$ cat config.mk
export PLATFORM = sky130hd
export DESIGN_NAME = bram_port_arbiter
export DESIGN_NICKNAME = d
export VERILOG_FILES = /design/src/rtl/bram_port_arbiter.sv
export SDC_FILE = /design/constraint.sdc
export NUM_CORES = 1
export LEC_CHECK = 0
export BUFFER_PORTS_ARGS = -buffer_cell sky130_fd_sc_hd__buf_4
export CORE_MARGIN = 10
export CORE_UTILIZATION = 30
export CTS_BUF_LIST = sky130_fd_sc_hd__clkbuf_2 sky130_fd_sc_hd__clkbuf_4 sky130_fd_sc_hd__clkbuf_8
export CTS_CLUSTER_SIZE = 24
export DETAILED_ROUTE_END_ITERATION = 7
export PLACE_DENSITY = 0.92
export SLEW_MARGIN = 40
export SYNTH_ARGS = -nofsm -noshare
export SYNTH_HDL_FRONTEND = slang
export SYNTH_SLANG_ARGS = --single-unit
$ cat constraint.sdc
create_clock -name clk -period 1.99 [get_ports clk]
set_input_delay 0 -clock clk [delete_from_list [all_inputs] [get_ports clk]]
set_output_delay 0 -clock clk [all_outputs]
set_load 0.02 [all_outputs]
$ cat src/rtl/bram_port_arbiter.sv
// Two-master round-robin arbiter in front of a simple-dual-port BRAM.
// Write port A and read port B are arbitrated independently; read responses are routed to their issuer.
module bram_port_arbiter #(
  parameter int unsigned DATA_WIDTH = 16,
  parameter int unsigned ADDR_WIDTH = 10
) (
  input  logic                  clk,
  input  logic                  rst,
  input  logic                  m0_valid,
  input  logic                  m0_we,
  input  logic [ADDR_WIDTH-1:0] m0_addr,
  input  logic [DATA_WIDTH-1:0] m0_wdata,
  input  logic                  m1_valid,
  input  logic                  m1_we,
  input  logic [ADDR_WIDTH-1:0] m1_addr,
  input  logic [DATA_WIDTH-1:0] m1_wdata,
  output logic                  m0_ready,
  output logic                  m1_ready,
  output logic                  m0_rvalid,
  output logic                  m1_rvalid,
  output logic [DATA_WIDTH-1:0] m_rdata,
  output logic                  bram_we_a,
  output logic [ADDR_WIDTH-1:0] bram_addr_a,
  output logic [DATA_WIDTH-1:0] bram_din_a,
  output logic                  bram_en_b,
  output logic [ADDR_WIDTH-1:0] bram_addr_b,
  input  logic [DATA_WIDTH-1:0] bram_dout_b
);

  logic wr_ptr;
  logic rd_ptr;
  logic rsp_valid;
  logic rsp_owner;

  logic m0_wr_req, m1_wr_req, m0_rd_req, m1_rd_req;
  logic wr_gnt0, wr_gnt1, rd_gnt0, rd_gnt1;
  logic wr_any, rd_any;

  // Request classification; reset masks every request so no grant can leak out.
  assign m0_wr_req = m0_valid &  m0_we & ~rst;
  assign m1_wr_req = m1_valid &  m1_we & ~rst;
  assign m0_rd_req = m0_valid & ~m0_we & ~rst;
  assign m1_rd_req = m1_valid & ~m1_we & ~rst;

  // Round-robin: a lone requester wins, on contention the pointed-to master wins.
  assign wr_gnt0 = m0_wr_req & (~m1_wr_req | ~wr_ptr);
  assign wr_gnt1 = m1_wr_req & (~m0_wr_req |  wr_ptr);
  assign rd_gnt0 = m0_rd_req & (~m1_rd_req | ~rd_ptr);
  assign rd_gnt1 = m1_rd_req & (~m0_rd_req |  rd_ptr);

  assign wr_any = wr_gnt0 | wr_gnt1;
  assign rd_any = rd_gnt0 | rd_gnt1;

  assign m0_ready = wr_gnt0 | rd_gnt0;
  assign m1_ready = wr_gnt1 | rd_gnt1;

  // BRAM port A: winner's write, zeroed when idle.
  always_comb begin
    bram_we_a   = 1'b0;
    bram_addr_a = '0;
    bram_din_a  = '0;
    if (wr_gnt0) begin
      bram_we_a   = 1'b1;
      bram_addr_a = m0_addr;
      bram_din_a  = m0_wdata;
    end else if (wr_gnt1) begin
      bram_we_a   = 1'b1;
      bram_addr_a = m1_addr;
      bram_din_a  = m1_wdata;
    end
  end

  // BRAM port B: enable only on a grant so the output register otherwise holds.
  always_comb begin
    bram_en_b   = 1'b0;
    bram_addr_b = '0;
    if (rd_gnt0) begin
      bram_en_b   = 1'b1;
      bram_addr_b = m0_addr;
    end else if (rd_gnt1) begin
      bram_en_b   = 1'b1;
      bram_addr_b = m1_addr;
    end
  end

  // Pointers hand priority to the other master after each grant on their port.
  always_ff @(posedge clk) begin
    if (rst) begin
      wr_ptr <= 1'b0;
      rd_ptr <= 1'b0;
    end else begin
      if (wr_any) wr_ptr <= wr_gnt0;
      if (rd_any) rd_ptr <= rd_gnt0;
    end
  end

  // Response tracker mirrors the one-cycle BRAM read latency.
  always_ff @(posedge clk) begin
    if (rst) begin
      rsp_valid <= 1'b0;
      rsp_owner <= 1'b0;
    end else begin
      rsp_valid <= rd_any;
      rsp_owner <= rd_gnt1;
    end
  end

  // Masked by rst so a read granted just before reset never reports.
  assign m0_rvalid = rsp_valid & ~rsp_owner & ~rst;
  assign m1_rvalid = rsp_valid &  rsp_owner & ~rst;
  assign m_rdata   = bram_dout_b;

endmodule

=== Word level (Yosys, flattened, before mapping) ===
Index checks and enable logic that the tools add are counted.

* Bits in registers: 4
* Input bits: 74

* Muxes and demuxes: 10
* Bitwise logic cells: 34

{| class="wikitable"
|+ Operators with widths
! operator !! count
|-
| $mux W10 || 4
|-
| $mux W16 || 2
|-
| $and A1 B1 Y1 || 16
|-
| $not A1 Y1 || 10
|-
| $or A1 B1 Y1 || 8
|-
| $mux W1 || 4
|}

=== Logic depth before layout (Yosys ltp) ===
* Word-level depth: 8
* Mapped depth: 5
* Gate-level depth less buffers: 3

=== Least setup slack after synthesis ===
No wires, ideal clock.

* Path type: reg2out
* Start point: reg wr_ptr
* End point: out bram_din_a[10]
* Arrival time: 1.161 ns
* Data required time: 1.990 ns
* Setup slack: 0.829 ns
* Stages on the path, launching flop included: 5
* Buffers on the path: 1
* Cells stage by stage: dfxtp_1 > nand3b_1 > nor3b_4 > buf_6 > a22o_1

* Cells in the longest elaborated chain, start to end: 4
* Elaborated cells on any way between the ends: 7
* Classes of those cells: mux (2); bitwise (5)

{| class="wikitable"
|+ Ends and longest elaborated chain
! item !! line !! source
|-
| start, declared || 30 || <nowiki>logic wr_ptr;</nowiki>
|-
| start signal, assigned || 92 || <nowiki>if (wr_any) wr_ptr <= wr_gnt0;</nowiki>
|-
| $or A1 B1 Y1 / $not A1 Y1 (equally long branches) || 47, 46 ||
|-
| $and A1 B1 Y1 / $or A1 B1 Y1 (equally long branches) || 47, 46 ||
|-
| $mux W16 / $and A1 B1 Y1 (equally long branches) || 66, 46 ||
|-
| $mux W16 (*) || 62 || <nowiki>if (wr_gnt0) begin</nowiki>
|-
| end, declared || 24 || <nowiki>output logic [DATA_WIDTH-1:0] bram_din_a,</nowiki>
|}

Mark *: on every way between the ends. The rest lies on a longest branch, timed or not.

=== Final worst setup path ===
* Start point: reg wr_ptr
* End point: out bram_din_a[4]

Same word-level chain as after synthesis.

==> results.md <==
- Status: finished clean
- Max frequency: 592 MHz
- CP max stage delay: 0.56 ns
- CP delay by family, top: simple AND/OR/NAND/NOR gates
- Largest area contributor in the netlist: a22o_1
- Routability congestion estimate from global placement: 0.756
- # hold bufs at CTS: 0
- Setup TNS Final: 0 ns
- Vias in the first global route: 1123
- Max Slew Vio Count: 0
- Wirelength per Cell: 17.5 um
- Register area share after synthesis: 10.4%
- Maxcap violations: 0
- Count leader, synth: nand2_1
- Crit Path Class: reg -> out
- R2R Setup Slk: 0.98 ns
- Relative slew margins: 58.9%
- CTS Buf Count: 3
- RSZ-0062 raised after global routing: no
- Post-CTS setup buffer count: 0
- Root Driver: clkbuf_4
- Final setup viols: 0
- Layout Utilization: 57.0%
- Reg clk slew, reported paths: 0.04 ns
- Hold Path Depth: 0
- CP endpoint: bram_din_a[4]
- CTS tree: done
- CP Data Arrival Time: 1.69 ns
- IO Port Bufs: 99
- Worst path depth: 4
- Clock Skew: 0.0000327 ns
- Area contributors post-synth: a22o_1, o22ai_1, buf_4
- Drt pass-1 iters: 4
- Synth async-reset ratio: 0%
- Nets: 265
- Die Y: 70.7 um
- Die area: 5000 um^2
- # rows: 18
- Die width: 70.7 um
- CP Buf/Inv Count: 1
- Initial antenna violation count: 0
- DRT Wirelength: 3.83 mm
- CP Launch Point: wr_ptr$_SDFFE_PP0P_
- Post-route clock period utilization: 84.9%
- Initial core utilization: 31.4%
- Max VDD drop: 0.000332 V
- Syn_area_per_cell: 6.94 um^2
- Kind of end point of the critical path: output port
- Worst-case clock buffer depth: 2
- Worst flop-to-flop path endpoint: rd_ptr$_SDFFE_PP0P_
- Post-synth top cells: nand2_1, o22ai_1, a22o_1, buf_4, a21oi_1
- Lkg Pwr: 0.000740 uW
- Total grt overflow: 0
- CP cell instances: nand3b_1 -> nor3b_4 -> a22o_1 -> buf_4
- Top-area cell type share of the netlist area: 18.2%
- DRT iter0 DRCs: 47
- Slowest cell on the critical path: nor3b_4
- DP Wirelength: 3.18 mm
- Hold Fails Final Rpt: 0
- Minimum clock period: 1.69 ns
- EDFF count, synth: 0
- Antenna Nets Post-Route: 0
- PostCTS Resize Cnt: 0
- Synth cell types: 22
- Vias after detailed routing: 1115
- Reg-to-reg critical path startpoint: rd_ptr$_SDFFE_PP0P_
- Pin count of the biggest net entering global routing: 23
- Required @ worst endpoint: 1.99 ns
- Crit path launch type: flip-flop
- # IOs: 132
- Critical Path Fanout Max: 16
- Syn Nets: 185
- Synthesized flop and latch total: 4
- Sink Count: 4
- Ys Warns: 0
- Ant diodes: 0
- Synth-to-layout area growth: 81.5%
- Worst r2r path cells: 3
- Via density: 5.09
- Hold Crit Class: in -> out
- Mapped cell area: 771 um^2
- Number of H-tree levels: 1
- Top_reg_cell synth: dfxtp_1
- Residual DRC count: 0
- Core area: 2450 um^2
- First-pass GRT wire length: 5.73 mm
- Synthesized instance count: 111
- Power density over the cells: 352 nW/um^2
- GRT Overall Usage: 13.4%
- Skew-Pair Late Insertion Delay: 0.23 ns
- Share of cells above drive strength 1: 56.1%
- Measured slew at the worst slew-check pin: 0.617 ns
where the power goes:
group / leakage, uW / switching, uW / total [uW] / internal [uW]
clock: 0.0000138 / 28.9 / 96.0 / 67.2
sequential: 0.0000330 / 2.52 / 87.9 / 85.4
combinational: 0.000693 / 151 / 309 / 158
layer usage:
layer | track usage (%) | part of all wire, %
met1 | 14.1 | 37
met2 | 24.4 | 53
met3 | 5.86 | 9.9
met4 | 1.94 | 0
met5 | 0 | 0
cells in the final DEF, fill, tap and decap left out, drive strengths merged, types with 2 or more instances in the layout:
master and instances:
dfxtp 4, buf 100, nor3b 3, o22ai 20
a22o 16, a21oi 6, nand2 23, clkbuf 3
nand2b 2, nand3 3
worst min-delay path by stage:
stage	from	end	slack, ns
finish	bram_dout_b[1]	m_rdata[1]	0.000008
global route	bram_dout_b[12]	m_rdata[12]	0.00003
CTS	bram_dout_b[14]	m_rdata[14]	0.0001
detailed placement	bram_dout_b[14]	m_rdata[14]	0.0001
global placement	bram_dout_b[14]	m_rdata[14]	0.0001
floorplan	bram_dout_b[0]	m_rdata[0]	0.11
registers in the layout (all words and copies together) (netlist names):
| register | count |
|---|---|
| rsp_owner | 1 |
| rsp_valid | 1 |
| wr_ptr | 1 |
| rd_ptr | 1 |
cell families after synthesis:
logic type / after synthesis / synth area share, %
AOI/OAI and AO/OA: 45 / 41.2
buffers and inverters: 27 / 24.7
DFF: 4 / 10.4
and+or+nand+nor: 35 / 23.7
through the flow:
stage | hold slack [ns] | cell area [um^2] | std cells | setup WS, ns | power [uW]
3_5_place_dp | 0.000137 | 1380 | 216 | 0.552 | 400
5_1_grt | 0.0000317 | 1400 | 219 | 0.120 | 533
2_1_floorplan | 0.113 | 771 | 111 | 0.829 | 284
4_1_cts | 0.000137 | 1400 | 219 | 0.292 | 503
6_report | 0.00000777 | 1400 | 219 | 0.301 | 493
3_3_place_gp | 0.000137 | 1380 | 216 | 0.583 | 397
area by class of cell:
type | instances | area (um^2)
Multi-Input combinational cell | 80 | 500
Sequential cell | 4 | 80.1
Tap cell | 30 | 37.5
Timing Repair Buffer | 100 | 751
Fill cell | 260 | 1060
Inverter | 2 | 7.51
Clock buffer | 3 | 22.5
Note: power is estimated with default switching activity, not from simulation.
